## config.mk

```make
export PLATFORM = sky130hd
export DESIGN_NAME = wb_regfile_flat
export DESIGN_NICKNAME = d
export VERILOG_FILES = /design/src/rtl/mips_pkg.sv /design/src/rtl/wb_regfile_if.sv /design/src/rtl/wb_select.sv /design/src/rtl/wb_regfile.sv /design/src/flat_wrapper.sv
export SDC_FILE = /design/constraint.sdc
export NUM_CORES = 2
export LEC_CHECK = 0
export ABC_AREA = 1
export BUFFER_PORTS_ARGS = -buffer_cell sky130_fd_sc_hd__buf_2
export CAP_MARGIN = 10
export CORE_ASPECT_RATIO = 1.4
export CORE_MARGIN = 3
export CORE_UTILIZATION = 57
export CTS_CLUSTER_DIAMETER = 150
export DETAILED_ROUTE_END_ITERATION = 6
export MAX_ROUTING_LAYER = met4
export PLACE_DENSITY_LB_ADDON = 0.15
export SYNTH_ARGS = -nofsm -noshare
export SYNTH_HDL_FRONTEND = slang
export SYNTH_SLANG_ARGS = --single-unit
```

## constraint.sdc

```tcl
create_clock -name clk -period 34.2 [get_ports clk]
set_input_delay 3.42 -clock clk [delete_from_list [all_inputs] [get_ports clk]]
set_output_delay 3.42 -clock clk [all_outputs]
set_load 0.01 [all_outputs]
```

## src/rtl/mips_pkg.sv

```systemverilog
// Shared constants for the five-stage MIPS pipeline (register file, MEM/WB, forwarding).
package mips_pkg;
  localparam int DATA_W    = 32;
  localparam int ADDR_W    = 5;
  localparam int REG_COUNT = 32;
  localparam logic [ADDR_W-1:0] REG_ZERO = 5'd0;
endpackage

```

## src/rtl/wb_regfile_if.sv

```systemverilog
// MEM/WB write-back fields and ID-stage read ports of the register file.
interface wb_regfile_if #(parameter int CNT_W = 32);
  import mips_pkg::*;

  logic [ADDR_W-1:0] WB_Rd;
  logic [DATA_W-1:0] WB_ALUOut;
  logic [DATA_W-1:0] WB_Read_Data;
  logic              WB_MemtoReg;
  logic              WB_RegWrite;
  logic [ADDR_W-1:0] ID_Rs;
  logic [ADDR_W-1:0] ID_Rt;
  logic [DATA_W-1:0] ID_RsData;
  logic [DATA_W-1:0] ID_RtData;
  logic [DATA_W-1:0] WB_WriteData;
  logic              WB_WriteEn;
  logic [CNT_W-1:0]  Commit_Count;

  modport master (
    output WB_Rd, WB_ALUOut, WB_Read_Data, WB_MemtoReg, WB_RegWrite, ID_Rs, ID_Rt,
    input  ID_RsData, ID_RtData, WB_WriteData, WB_WriteEn, Commit_Count
  );

  modport slave (
    input  WB_Rd, WB_ALUOut, WB_Read_Data, WB_MemtoReg, WB_RegWrite, ID_Rs, ID_Rt,
    output ID_RsData, ID_RtData, WB_WriteData, WB_WriteEn, Commit_Count
  );
endinterface

```

## src/rtl/wb_select.sv

```systemverilog
// Write-back value mux and write-enable qualification (writes to r0 are dropped).
module wb_select
  import mips_pkg::*;
(
  input  logic [ADDR_W-1:0] rd,
  input  logic              reg_write,
  input  logic              memto_reg,
  input  logic [DATA_W-1:0] alu_out,
  input  logic [DATA_W-1:0] read_data,
  output logic [DATA_W-1:0] write_data,
  output logic              write_en
);
  assign write_data = memto_reg ? read_data : alu_out;
  assign write_en   = reg_write && (rd != REG_ZERO);
endmodule

```

## src/rtl/wb_regfile.sv

```systemverilog
// Write-back stage and 32x32 register file with two bypassed combinational read ports
// and a committed-write counter.
module wb_regfile
  import mips_pkg::*;
#(
  parameter int CNT_W = 32
) (
  input logic         clk,
  input logic         reset,
  wb_regfile_if.slave bus
);
  logic [DATA_W-1:0] regs [REG_COUNT];
  logic [DATA_W-1:0] write_data;
  logic              write_en;
  logic [DATA_W-1:0] rs_data;
  logic [DATA_W-1:0] rt_data;
  logic [CNT_W-1:0]  commit_count;

  wb_select u_wb_select (
    .rd         (bus.WB_Rd),
    .reg_write  (bus.WB_RegWrite),
    .memto_reg  (bus.WB_MemtoReg),
    .alu_out    (bus.WB_ALUOut),
    .read_data  (bus.WB_Read_Data),
    .write_data (write_data),
    .write_en   (write_en)
  );

  // NOTE: the array is cleared by reset, so it must stay flops rather than a RAM macro;
  // sequential state uses <= so every reader sees the pre-edge value.
  always_ff @(posedge clk or posedge reset) begin
    if (reset) begin
      for (int i = 0; i < REG_COUNT; i++) regs[i] <= '0;
      commit_count <= '0;
    end else if (write_en) begin
      regs[bus.WB_Rd] <= write_data;
      commit_count    <= commit_count + CNT_W'(1);
    end
  end

  // NOTE: default first so no path leaves the output unassigned (no latch).
  always_comb begin
    rs_data = '0;
    if (bus.ID_Rs != REG_ZERO)
      rs_data = (write_en && bus.ID_Rs == bus.WB_Rd) ? write_data : regs[bus.ID_Rs];
  end

  always_comb begin
    rt_data = '0;
    if (bus.ID_Rt != REG_ZERO)
      rt_data = (write_en && bus.ID_Rt == bus.WB_Rd) ? write_data : regs[bus.ID_Rt];
  end

  assign bus.ID_RsData    = rs_data;
  assign bus.ID_RtData    = rt_data;
  assign bus.WB_WriteData = write_data;
  assign bus.WB_WriteEn   = write_en;
  assign bus.Commit_Count = commit_count;
endmodule

```

## src/flat_wrapper.sv

```systemverilog
// flat-port wrapper written by rule: the top's interface ports become plain ports
module wb_regfile_flat import mips_pkg::*;
#(
  parameter int CNT_W = 32
)
  (clk, reset, bus_WB_Rd, bus_WB_ALUOut, bus_WB_Read_Data, bus_WB_MemtoReg, bus_WB_RegWrite, bus_ID_Rs, bus_ID_Rt, bus_ID_RsData, bus_ID_RtData, bus_WB_WriteData, bus_WB_WriteEn, bus_Commit_Count);
  wb_regfile_if #(.CNT_W(CNT_W)) bus_i ();
  input logic clk;
  input logic reset;
  input wire logic [$bits(bus_i.WB_Rd)-1:0] bus_WB_Rd;
  input wire logic [$bits(bus_i.WB_ALUOut)-1:0] bus_WB_ALUOut;
  input wire logic [$bits(bus_i.WB_Read_Data)-1:0] bus_WB_Read_Data;
  input wire logic [$bits(bus_i.WB_MemtoReg)-1:0] bus_WB_MemtoReg;
  input wire logic [$bits(bus_i.WB_RegWrite)-1:0] bus_WB_RegWrite;
  input wire logic [$bits(bus_i.ID_Rs)-1:0] bus_ID_Rs;
  input wire logic [$bits(bus_i.ID_Rt)-1:0] bus_ID_Rt;
  output wire logic [$bits(bus_i.ID_RsData)-1:0] bus_ID_RsData;
  output wire logic [$bits(bus_i.ID_RtData)-1:0] bus_ID_RtData;
  output wire logic [$bits(bus_i.WB_WriteData)-1:0] bus_WB_WriteData;
  output wire logic [$bits(bus_i.WB_WriteEn)-1:0] bus_WB_WriteEn;
  output wire logic [$bits(bus_i.Commit_Count)-1:0] bus_Commit_Count;
  assign bus_i.WB_Rd = bus_WB_Rd;
  assign bus_i.WB_ALUOut = bus_WB_ALUOut;
  assign bus_i.WB_Read_Data = bus_WB_Read_Data;
  assign bus_i.WB_MemtoReg = bus_WB_MemtoReg;
  assign bus_i.WB_RegWrite = bus_WB_RegWrite;
  assign bus_i.ID_Rs = bus_ID_Rs;
  assign bus_i.ID_Rt = bus_ID_Rt;
  assign bus_ID_RsData = bus_i.ID_RsData;
  assign bus_ID_RtData = bus_i.ID_RtData;
  assign bus_WB_WriteData = bus_i.WB_WriteData;
  assign bus_WB_WriteEn = bus_i.WB_WriteEn;
  assign bus_Commit_Count = bus_i.Commit_Count;
  wb_regfile #(.CNT_W(CNT_W)) u_core (.clk(clk), .reset(reset), .bus(bus_i));
endmodule
```

* After elaboration in Yosys (flattened, before gate mapping)
Cells that the tools add are included.
Cells by class: bitwise gates (word level) 3, reduce and logical (&&, ||, !) cells 7, $lt $le $gt $ge 4, add/subtract/negate cells 1, mux-type cells 14, equality and inequality tests 2
Operators by type and width (count):
- 1024-bit bitwise mux | 1
- 32-bit binary-select mux with 5-bit select | 2
- 32-bit two-way mux | 10
- 32-bit demux with 5-bit select | 1
- 32-bit by 1-bit adder with 32-bit output, second input constant | 1
- 6-bit greater-or-equal comparator, second input constant | 3
- 5-bit NOT with 6-bit output | 3
- 5-bit nonzero test | 3
- 5-bit == test | 2
- 6-bit by 1-bit less-than comparator with 1-bit output, second input constant | 1
- 1-bit logical AND | 4
Word-level totals: output and inout port bits 129, register bits 1056, logic and storage cells 64, input port bits 83

* Logic depth before layout (Yosys ltp)
word-level depth 6, gate-level depth with buffers 13, gate-level depth less buffers 10

* Hierarchy
From an unflattened synthesis, not the netlist that was laid out.
Unflattened totals: cell total of the unflattened synthesis 9086, area, all modules 61636.6 um2
Modules (own cells, without submodules):
- wb_regfile | times used 1, seq. area each 26425.3 um2, cells an instance 8977, area each 60999.8 um2
- wb_select | times used 1, seq. area each 0.0 um2, cells an instance 109, area each 636.9 um2

* Worst setup path before layout
No wires, ideal clock.
path kind input-to-output, from input port bus_ID_Rt[0], to output port bus_ID_RtData[27], data arrival time 4683 ps, cell stages on the path 12, required time 30780 ps, path slack 26097 ps, buffers on the path 4, cell sequence buf_2 > inv_2 > buf_2 > buf_6 > buf_2 > a21oi_1 > o21ai_0 > nand3_1 > nand3_1 > nand3_1 > nand2_1 > a21oi_1
On the way: cells in the longest elaborated chain, start to end 6, elaborated cells on any way between the ends 9, those cells by class eq/ne (1); mux (5); bitwise (1); reduce/logical (2)
RTL lines:
- start: declaration | line flat_wrapper.sv:16 | input wire logic [$bits(bus_i.ID_Rt)-1:0] bus_ID_Rt;
- 5-bit NOT with 6-bit output (not written as such) | line wb_regfile.sv:51 | rt_data = (write_en && bus.ID_Rt == bus.WB_Rd) ? write_data : regs[bus.ID_Rt];
- 32-bit binary-select mux with 5-bit select | line wb_regfile.sv:51
- 32-bit two-way mux (not written as such) (2 in a row) | line wb_regfile.sv:51
- 32-bit two-way mux | line wb_regfile.sv:51
- 32-bit two-way mux * | line wb_regfile.sv:50 | if (bus.ID_Rt != REG_ZERO)
- end: declaration | line flat_wrapper.sv:18 | output wire logic [$bits(bus_i.ID_RtData)-1:0] bus_ID_RtData;
Every way passes the cells marked *; elsewhere a longest branch is shown, timed or not. The select of a mux whose other input is x is not followed.

* Worst setup path after layout
from input port bus_ID_Rs[0], to output port bus_ID_RsData[23]
On the way: cells in the longest elaborated chain, start to end 6, elaborated cells on any way between the ends 9, those cells by class eq/ne (1); mux (5); bitwise (1); reduce/logical (2)
RTL lines:
- start: declaration | line flat_wrapper.sv:15 | input wire logic [$bits(bus_i.ID_Rs)-1:0] bus_ID_Rs;
- 5-bit NOT with 6-bit output (not written as such) | line wb_regfile.sv:45 | rs_data = (write_en && bus.ID_Rs == bus.WB_Rd) ? write_data : regs[bus.ID_Rs];
- 32-bit binary-select mux with 5-bit select | line wb_regfile.sv:45
- 32-bit two-way mux (not written as such) (2 in a row) | line wb_regfile.sv:45
- 32-bit two-way mux | line wb_regfile.sv:45
- 32-bit two-way mux * | line wb_regfile.sv:44 | if (bus.ID_Rs != REG_ZERO)
- end: declaration | line flat_wrapper.sv:17 | output wire logic [$bits(bus_i.ID_RsData)-1:0] bus_ID_RsData;
Marks and branches as above.

==> impl_metrics.py <==
metrics = {
    "status": {
        "outcome": "complete, but fails checks",
        "violations": "DRC",
    },
    "sta": {
        "holdWs_ns": 0.3822,
        "finalSetupTns_ns": 0,
        "setup_viol": 0,
        "fin_crit_sh_pct": 32.98,
        "slew_viol_final": 0,
        "timing_hold_violations_final": 0,
        "finClkSkew_ns": 0.02371,
        "setup_slack_ns": 22.92,
        "clock.fmax_ghz": 0.08865,
        "worst_pin_slew_ns": 1.316,
        "slew_headroom_pct": 12.27,
        "rsz0062_at_grt": "no",
        "finalCriticalPeriod_ns": 11.28,
    },
    "drt": {
        "drc": 3,
        "wl_per_cell_um": 25.69,
        "first_pass_iters": 7,
        "num_vias": 60671,
        "vias_per_cell": 6.476,
        "postRouteWirelength_mm": 240.7,
        "drt_first_iter_violations": 9286,
        "ant_nets": 0,
    },
    "critical_path": {
        "slowest_stage": "buf_4",
        "crit_path_end_kind": "primary output",
        "rrSetupSlack_ns": 32.00,
        "startpoint_type": "input pin",
        "critical_path.cell_chain": "buf_8, buf_4, buf_4, buf_4, or2_2, nand3_1, nand3_1, nand2_1, nand2_1, nand2_1, nand2_1, nand2_1, a21oi_1, buf_2",
        "critPathMostFrequentCell": "nand2_1",
        "cp_top_family": "buffers and inverters",
        "critPathMaxStageDelay_ns": 0.82,
        "critical_path_class": "in2out",
        "cp_num_buf_inv": 5,
        "worstPathArrival_ns": 7.86,
        "required_ns": 30.78,
        "rr_worst_depth": 10,
        "worstPathMaxFanout": 105,
        "crit_cells": 14,
    },
    "layout": {
        "drive_gt1_share_pct": 7.939,
        "nets": 8009,
        "area_growth_pct": 7.078,
    },
    "cts": {
        "cts_tree": "built",
        "clk_latency_ns": 0.73,
        "cts_resized": 0,
        "cts_sinks": 1056,
        "post-cts-setup-buffers": 0,
        "cts_buffers": 107,
        "clock_path_buffers": 3,
        "cts_hold_buf": 0,
        "htree_levels": 3,
        "cts-root-buf": "clkbuf_16",
        "cts.reportedPaths.clkPinSlew_ns": 0.06,
    },
    "min_path": {
        "min_path_cells": 0,
        "hold_class": "reg2reg",
    },
    "power_and_ir_drop": {
        "irDropWorstVdd_mv": 0.04300,
        "power.total_w": 0.003802,
        "power_density_mw_per_mm2": 59.12,
        "p_leak_nw": 29.49,
    },
    "floorplan": {
        "core_area_mm2": 0.1042,
        "start_util_pct": 57.63,
        "io_pins": 212,
        "row_count": 140,
        "die_h_um": 390.1,
        "die_w_um": 280.4,
        "dieArea_mm2": 0.1094,
    },
    "grt": {
        "grt_max_degree": 172,
        "overflow": 0,
        "antenna_found_initial": 10,
        "grt_pass1_vias": 56233,
        "track_usage_pct": 44.83,
        "grt_pass1_wl_mm": 357.4,
    },
    "logic_synthesis": {
        "synth_enable_flop_cells": 0,
        "syn_area_per_cell_um2": 7.295,
        "syn_inst": 8234,
        "ys_ff_latch": 1056,
        "async_flop_share_pct": 100.0,
        "syn_area_mm2": 0.06007,
        "synth_top_flop_cell": "dfrtp_1",
        "synthDistinctLibCells": 36,
        "yosys_warnings": 0,
        "synth.net_count": 8318,
        "synth-seq-area-share_pct": 43.99,
    },
    "placement": {
        "dp_hpwl_mm": 135.1,
        "post-place-ws_ns": 23.17,
        "place.port_buffers": 211,
        "gp_congestion": 0.9547,
    },
    "flow_run": {
        "max-cap-violations": 0,
    },
}
[cell usage after synthesis (3+ instances only)]
master	n	share of area (%)
o21ai_0	1335	11
clkbuf_1	326	2.0
and3_1	3	0.031
nand2_2	3	0.031
nor3_4	5	0.14
buf_2	350	2.9
o211ai_1	462	5.8
nor3_2	3	0.050
inv_1	770	4.8
nor2_1	259	1.6
buf_1	45	0.28
xnor2_1	15	0.22
buf_6	9	0.17
a21oi_1	599	5.0
dfrtp_1	1056	44
clkbuf_2	12	0.10
nand2_4	8	0.15
buf_4	27	0.34
xor2_1	24	0.35
nor3_1	27	0.22
o21ai_1	88	0.73
or2_2	24	0.25
nand4_1	6	0.062
nand2_1	1827	11
a211oi_1	4	0.050
nand3_1	893	7.4
o21ai_2	5	0.073
nor2_2	8	0.083
inv_2	18	0.11
nor2_4	15	0.28
[registers in the layout (all words and copies together) (netlist names)]
| register | count |
|---|---|
| u_core.regs | 1024 |
| u_core.bus.Commit_Count | 32 |
[layout make-up]
class,instances,area (um^2)
Antenna cell,9,22.52
Clock buffer,148,3034
Clock inverter,47,659.4
Tap cell,1349,1688
Multi-Input combinational cell,5618,27260
Inverter,791,3008
Timing Repair Buffer,351,2220
Fill cell,9320,39900
Sequential cell,1056,26430
[worst register-to-register path: stages, from the launching register on]
cell and delay (ns):
dfrtp_1 0.41, ha_1 0.16, inv_1 0.05, nor2_1 0.22, nand4_1 0.24, nor2_1 0.35
nand2_1 0.17, nor2_1 0.26, nand2_1 0.08, nand2_1 0.07, nand2_1 0.04
[through the flow]
| stage | util [%] | std cells | instance area, um^2 |
|---|---|---|---|
| 4_1_cts | 61.69 | 9360 | 64300 |
| 2_1_floorplan | - | 8234 | 60070 |
| 5_1_grt | 61.71 | 9367 | 64320 |
| 3_5_place_dp | 58.15 | 9165 | 60600 |
| 3_3_place_gp | 58.15 | 9165 | 60600 |
| 6_report | 61.71 | 9369 | 64320 |
[routing by layer]
| metal | share of wire (%) | vias to the layer above | GRT usage (%) |
|---|---|---|---|
| met1 | 36 | 28279 | 56.09 |
| met2 | 42 | 4516 | 63.70 |
| met3 | 14 | 1136 | 10.75 |
| met5 | 0 | - | - |
| met4 | 8.8 | 0 | 31.98 |
| li1 | - | 26740 | - |
[worst paths after layout]
path | start | end
max in group asynchronous | reset | u_core.regs[841]$_DFFE_PP0P_
min in group asynchronous | reset | u_core.regs[409]$_DFFE_PP0P_
hold reg to reg | u_core.regs[1009]$_DFFE_PP0P_ | u_core.regs[1009]$_DFFE_PP0P_
setup / recovery | bus_ID_Rs[0] | bus_ID_RsData[23]
hold / removal | u_core.regs[1009]$_DFFE_PP0P_ | u_core.regs[1009]$_DFFE_PP0P_
setup reg to reg | u_core.bus.Commit_Count[0]$_DFFE_PP0P_ | u_core.bus.Commit_Count[26]$_DFFE_PP0P_
[cells by family after synthesis]
group / Yosys count / synth area share (%)
AND/OR/NAND/NOR: 3085 / 21.89
buffers and inverters: 1560 / 10.79
XOR/XNOR: 39 / 0.5686
flip-flops: 1056 / 43.99
adder cells (fa/ha/maj): 1 / 0.02083
AO/OA/AOI/OAI: 2493 / 22.74
[power by group]
group / internal (W) / switching, W
Combinational: 0.000281 / 0.000576
Clock: 0.000738 / 0.000528
Sequential: 0.00152 / 0.000156
[cell usage in the layout (no fill, tap or decap), types with 140 or more instances in the layout]
| cell | instances |
|---|---|
| nor2_1 | 257 |
| nand3_1 | 893 |
| o211ai_1 | 462 |
| nand2_1 | 1821 |
| dfrtp_1 | 1056 |
| a21oi_1 | 599 |
| buf_2 | 201 |
| buf_4 | 140 |
| o21ai_0 | 1315 |
| inv_1 | 764 |
Note: power is estimated with default switching activity, not from simulation.
